===== config.mk =====
export PLATFORM = sky130hd
export DESIGN_NAME = pipe_hazard_unit
export DESIGN_NICKNAME = d
export VERILOG_FILES = /design/src/rtl/pipe_pkg.sv /design/src/rtl/hazard_match.sv /design/src/rtl/pipe_hazard_unit.sv
export SDC_FILE = /design/constraint.sdc
export NUM_CORES = 1
export LEC_CHECK = 0
export BUFFER_PORTS_ARGS = -buffer_cell sky130_fd_sc_hd__buf_2
export CAP_MARGIN = 10
export CORE_MARGIN = 1.5
export CORE_UTILIZATION = 40
export CTS_CLUSTER_DIAMETER = 50
export DETAILED_ROUTE_END_ITERATION = 16
export PLACE_DENSITY = 0.7
export SLEW_MARGIN = 20
export SYNTH_ARGS = -nofsm -noshare
export SYNTH_HDL_FRONTEND = slang
export SYNTH_SLANG_ARGS = --single-unit

===== constraint.sdc =====
create_clock -name clk -period 2.27 [get_ports clk]
set_input_delay 0.1135 -clock clk [delete_from_list [all_inputs] [get_ports clk]]
set_output_delay 0.1135 -clock clk [all_outputs]
set_load 0.1 [all_outputs]

===== src/rtl/pipe_pkg.sv =====
// Shared pipeline types and constants for the in-order RISC-V core.
// Scoreboard entries carry the destination register of an in-flight instruction.
package pipe_pkg;

    localparam int SB_AW = 5;

    localparam logic [31:0]      NOP_INST = 32'h0000_0013;
    localparam logic [SB_AW-1:0] REG_ZERO = 5'd0;

    typedef struct packed {
        logic             valid;
        logic [SB_AW-1:0] rd;
        logic             rf_en;
        logic             is_load;
    } sb_entry_t;

endpackage


===== src/rtl/hazard_match.sv =====
// Per-read-port priority matcher against the in-flight scoreboard.
// Returns the youngest (lowest index) matching producer and its load flag.
module hazard_match
    import pipe_pkg::*;
#(
    parameter int DEPTH = 3,
    parameter int AW    = 5,
    parameter int IW    = 2
) (
    input  sb_entry_t [DEPTH-1:0] sb_i,
    input  logic [AW-1:0]         rs_i,
    input  logic                  used_i,
    output logic                  hit_o,
    output logic [IW-1:0]         idx_o,
    output logic                  load_o
);

    // Scan oldest to youngest so the youngest match is the last one written.
    always_comb begin
        hit_o  = 1'b0;
        idx_o  = '0;
        load_o = 1'b0;
        for (int k = DEPTH - 1; k >= 0; k--) begin
            if (used_i && sb_i[k].valid && sb_i[k].rf_en &&
                sb_i[k].rd == SB_AW'(rs_i) &&
                sb_i[k].rd != REG_ZERO) begin
                hit_o  = 1'b1;
                idx_o  = IW'(k);
                load_o = sb_i[k].is_load;
            end
        end
    end

endmodule


===== src/rtl/pipe_hazard_unit.sv =====
// Hazard, forwarding and flush controller over an E..W destination scoreboard.
// Define HAZARD_PERF_CNT_EN to add saturating stall/flush event counters.
module pipe_hazard_unit
    import pipe_pkg::*;
#(
    parameter int REG_AW       = 5,
    parameter int NUM_RD_PORTS = 2,
    parameter int PIPE_DEPTH   = 3,
    parameter int LOAD_READY   = 2,
    parameter int FWD_W        = $clog2(PIPE_DEPTH + 1)
) (
    input  logic                           clk,
    input  logic                           rst,
    input  logic                           d_valid,
    input  logic [NUM_RD_PORTS*REG_AW-1:0] d_rs,
    input  logic [NUM_RD_PORTS-1:0]        d_rs_used,
    input  logic [REG_AW-1:0]              d_rd,
    input  logic                           d_rf_en,
    input  logic                           d_is_load,
    input  logic                           redirect,
    input  logic                           intr,
    output logic                           stall_f,
    output logic                           stall_d,
    output logic                           flush_d,
    output logic                           bubble_e,
    output logic [NUM_RD_PORTS*FWD_W-1:0]  fwd_sel,
    output logic [PIPE_DEPTH-1:0]          stage_valid
`ifdef HAZARD_PERF_CNT_EN
    ,
    output logic [31:0]                    stall_cycles,
    output logic [31:0]                    flush_events
`endif
);

    sb_entry_t [PIPE_DEPTH-1:0] sb_q, sb_d;

    logic [NUM_RD_PORTS-1:0]            hit;
    logic [NUM_RD_PORTS-1:0]            ld;
    logic [NUM_RD_PORTS-1:0][FWD_W-1:0] idx;

    logic hazard;
    logic flush;
    logic stall;

    for (genvar p = 0; p < NUM_RD_PORTS; p++) begin : g_port
        hazard_match #(
            .DEPTH (PIPE_DEPTH),
            .AW    (REG_AW),
            .IW    (FWD_W)
        ) u_match (
            .sb_i   (sb_q),
            .rs_i   (d_rs[p*REG_AW +: REG_AW]),
            .used_i (d_rs_used[p]),
            .hit_o  (hit[p]),
            .idx_o  (idx[p]),
            .load_o (ld[p])
        );

        assign fwd_sel[p*FWD_W +: FWD_W] =
            hit[p] ? idx[p] + FWD_W'(1) : '0;
    end

    always_comb begin
        hazard = 1'b0;
        for (int p = 0; p < NUM_RD_PORTS; p++) begin
            if (hit[p] && ld[p] && int'(idx[p]) < LOAD_READY) begin
                hazard = 1'b1;
            end
        end
    end

    // A flush squashes the dependent instruction, so it wins over a stall.
    assign flush    = rst & (redirect | intr);
    assign stall    = rst & hazard & ~flush;
    assign stall_f  = stall;
    assign stall_d  = stall;
    assign flush_d  = flush;
    assign bubble_e = stall | flush;

    for (genvar k = 0; k < PIPE_DEPTH; k++) begin : g_sv
        assign stage_valid[k] = sb_q[k].valid;
    end

    always_comb begin
        sb_d = '0;
        if (d_valid && !hazard && !redirect && !intr) begin
            sb_d[0].valid   = 1'b1;
            sb_d[0].rd      = SB_AW'(d_rd);
            sb_d[0].rf_en   = d_rf_en;
            sb_d[0].is_load = d_is_load;
        end
        for (int k = 1; k < PIPE_DEPTH; k++) begin
            sb_d[k] = sb_q[k-1];
        end
        if (intr) begin
            sb_d = '0;
        end
    end

    always_ff @(posedge clk or negedge rst) begin
        if (!rst) begin
            sb_q <= '0;
        end else begin
            sb_q <= sb_d;
        end
    end

`ifdef HAZARD_PERF_CNT_EN
    logic [31:0] stall_cnt_q, stall_cnt_d;
    logic [31:0] flush_cnt_q, flush_cnt_d;

    always_comb begin
        stall_cnt_d = stall_cnt_q;
        flush_cnt_d = flush_cnt_q;
        if (stall && stall_cnt_q != '1) begin
            stall_cnt_d = stall_cnt_q + 32'd1;
        end
        if (flush && flush_cnt_q != '1) begin
            flush_cnt_d = flush_cnt_q + 32'd1;
        end
    end

    always_ff @(posedge clk or negedge rst) begin
        if (!rst) begin
            stall_cnt_q <= '0;
            flush_cnt_q <= '0;
        end else begin
            stall_cnt_q <= stall_cnt_d;
            flush_cnt_q <= flush_cnt_d;
        end
    end

    assign stall_cycles = stall_cnt_q;
    assign flush_events = flush_cnt_q;
`endif

endmodule

==> results.toml <==
[outcome]
status = "complete, but fails checks"
violations = "setup timing"

[clock_network]
cts.sinks = 23
cts_tree = "yes"
cts_max_path_buffers = 2
root_buffer = "clkbuf_4"
cts_buffers = 3
clk_pin_slew_ns = 0.13
insertion_delay_ns = 0.32
cts_max_level = 1

[global_routing]
grt_max_degree = 24
grt_pass1_wl_um = 5460
met1_usage = 0.253
met2_usage = 0.351
grt_overflow = 0
grt_pass1_vias = 1183
antenna_found_initial = 0
gr-usage-all-layers = 0.207
gr-max-usage-layer = "met2"
use_met3 = 0.0252

[timing]
final.setup.worst_slack_ns = -0.191
maxSlewHeadroom = 0.675
max_freq_mhz = 406
slew_violations = 0
hold_viol = 0
clock_skew_ns = 0.00407
finalSetupViolCount = 3
rsz0062_at_grt = "yes"
post-route-min-period_ns = 2.46
period_share = 1.08
tightest_slew_ns = 0.491

[job]
timing.max_cap.violations = 0

[worst_setup_path]
cp_max_fo = 3
slowest_stage = "or4_4"
critPathRequiredTime_ns = 2.16
path_class = "reg -> out"
arrival_ns = 2.35
start_kind = "register"
cp_slowest_stage_delay_ns = 0.57
path_cells = "or4_4 -> nor2_4 -> nor4_4 -> and2b_1 -> o21ai_4 -> a21oi_4 -> buf_12"
endpoint_kind = "primary output"

[final_layout]
syn_to_final_growth_pct = 53.3
final_layout_size_suffix_gt1_frac = 0.489
fillers = 238
diodes = 0
layoutNonFillerInstCount = 234
fin_nets = 215
utilization = 0.662

[power_and_ir_drop]
ir_drop_uv = 300
power_density_nw_per_um2 = 391
power.leakage_nw = 0.926

[floorplan]
chipWidth_um = 61.1
dieArea_um2 = 3740
start_util = 0.432
die_y_um = 61.1
rows = 20
io_pins = 35
core_area_um2 = 3130

[synthesis]
synth_cell_types = 29
ys_seq_area_frac = 0.426
yosysWarnings = 0
netlist_area_um2 = 1350
synth_seq_cells = 23
postSynthCellCount = 131
synth_nets = 155
avgSynthCellArea_um2 = 10.3

[place]
post-dp-hpwl_um = 2580
gp_congestion = 0.874
place_inst = 210
portBuffers = 34

[route]
num_vias = 1219
antenna_left = 0
post_drt_wl_per_cell_um = 15.9
routed_wl_um = 3730
drt-vias-per-instance = 5.21
drcViolationCount = 0
firstDrtPassIters = 4
drtIter0Drc = 30

[worst_hold_path]
min_path_type = "in -> reg"
==> path summary, 6_finish.rpt <==
kind | startpoint | endpoint | slack (ns) | cells after the start
worst max-delay path | sb_q[2]$_DFF_PN0_ | stall_f | -0.19 | 7
worst min-delay path | d_valid | stage_valid[0]$_DFF_PN0_ | 0.15 | 2
worst max register to register | sb_q[2]$_DFF_PN0_ | sb_q[1]$_DFF_PN0_ | 0.12 | 7
worst min register to register | sb_q[1]$_DFF_PN0_ | sb_q[9]$_DFF_PN0_ | 0.54 | 1
max in group asynchronous | rst | sb_q[12]$_DFF_PN0_ | 1.66 | 3
min in group asynchronous | rst | sb_q[11]$_DFF_PN0_ | 0.36 | 3
==> per-stage QoR <==
| step | power [W] | area (µm²) | setup WS [ns] | hold WS, ns | setup TNS (ns) |
|---|---|---|---|---|---|
| finish | 0.000811 | 2070 | -0.191 | 0.148 | -0.545 |
| global placement | 0.000576 | 1700 | 0.107 | 0.179 | 0 |
| global route | 0.000848 | 2070 | -0.284 | 0.150 | -0.948 |
| CTS | 0.000794 | 1900 | -0.152 | 0.000567 | -0.450 |
| floorplan | 0.000519 | 1390 | -0.375 | -0.182 | -0.674 |
| detailed placement | 0.000581 | 1700 | 0.0480 | 0.188 | 0 |
==> critical path: cells and delay by family (launching register included) <==
kind | cells | cell delay (ns)
flops | 1 | 0.43
buf+inv | 1 | 0.20
simple gates | 4 | 1.07
compound gates | 2 | 0.31
==> power breakdown <==
group | switching [W] | internal [W] | total (W) | leakage [nW]
clock network | 0.000131 | 0.0000660 | 0.000197 | 0.0177
logic | 0.000107 | 0.0000809 | 0.000188 | 0.593
registers | 0.00000869 | 0.000417 | 0.000426 | 0.316
total | 0.000247 | 0.000564 | 0.000811 | 0.926
==> per-layer routing <==
| metal | up-vias | wire length, µm |
|---|---|---|
| met2 | 48 | 1900 |
| met1 | 585 | 1520 |
| li1 | 573 | - |
| met3 | 13 | 168 |
| met5 | - | 0 |
| met4 | 0 | 144 |
==> registers in the layout, indices dropped and copies added, names as in the netlist <==
register	cells
sb_q	20
stage_valid	3
==> Yosys cell counts <==
cell,number,area share
xnor2_1,20,0.13
o211ai_1,3,0.017
buf_4,4,0.022
nand2_1,5,0.014
and2_1,1,0.0046
nand4_1,4,0.019
and4b_1,3,0.022
inv_1,2,0.0056
dfrtp_1,23,0.43
buf_6,1,0.0083
or4_4,1,0.0083
o2111ai_1,1,0.0065
nor4_1,5,0.023
a21boi_1,1,0.0056
and2_4,7,0.045
o21bai_1,2,0.011
clkbuf_1,1,0.0028
a211oi_1,2,0.011
xor2_1,10,0.065
a31oi_1,3,0.014
nor2_1,8,0.022
o2111ai_2,1,0.011
nor2b_1,14,0.065
or4_1,1,0.0056
a21oi_1,2,0.0074
nand3_1,2,0.0074
o21ai_0,1,0.0037
and2b_1,2,0.011
o21ai_2,1,0.0065
==> cells in the final DEF, fill, tap and decap left out, types with 3 or more instances in the layout <==
master and n:
dlygate4sd3_1 8, buf_2 27, nand2_1 5, buf_6 4, nor4_2 3, nor2b_1 14
buf_12 5, xnor2_2 4, dfrtp_1 22, nand4_1 4, xor2_1 9, xnor2_1 16
and2_4 7, clkbuf_4 3, nor2_1 5, o211ai_1 3, buf_4 17
==> kinds of logic after synthesis <==
logic type | count (synthesis) | synth area share
xor+xnor | 30 | 0.194
compound gates | 17 | 0.0935
flops | 23 | 0.426
simple gates | 53 | 0.247
buf+inv | 8 | 0.0389
==> timing repair <==
action                                 CTS  global route
resized for setup                       20            15
buffers inserted                         8             7
hold buffers                             1             7
endpoints found under the hold margin   23             7
pin swaps                               13            15
setup endpoints to repair                7            14
==> area by class of cell <==
class	count	area (µm²)	area share
flip-flops and latches	23	577	0.278
well taps	44	55.1	0.0266
inverters	2	7.51	0.00362
multi-input cells	100	917	0.443
clock inverters	1	5.00	0.00242
repair buffers	61	488	0.236
clock buffers	3	22.5	0.0109
Note: power is estimated with default switching activity, not from simulation.
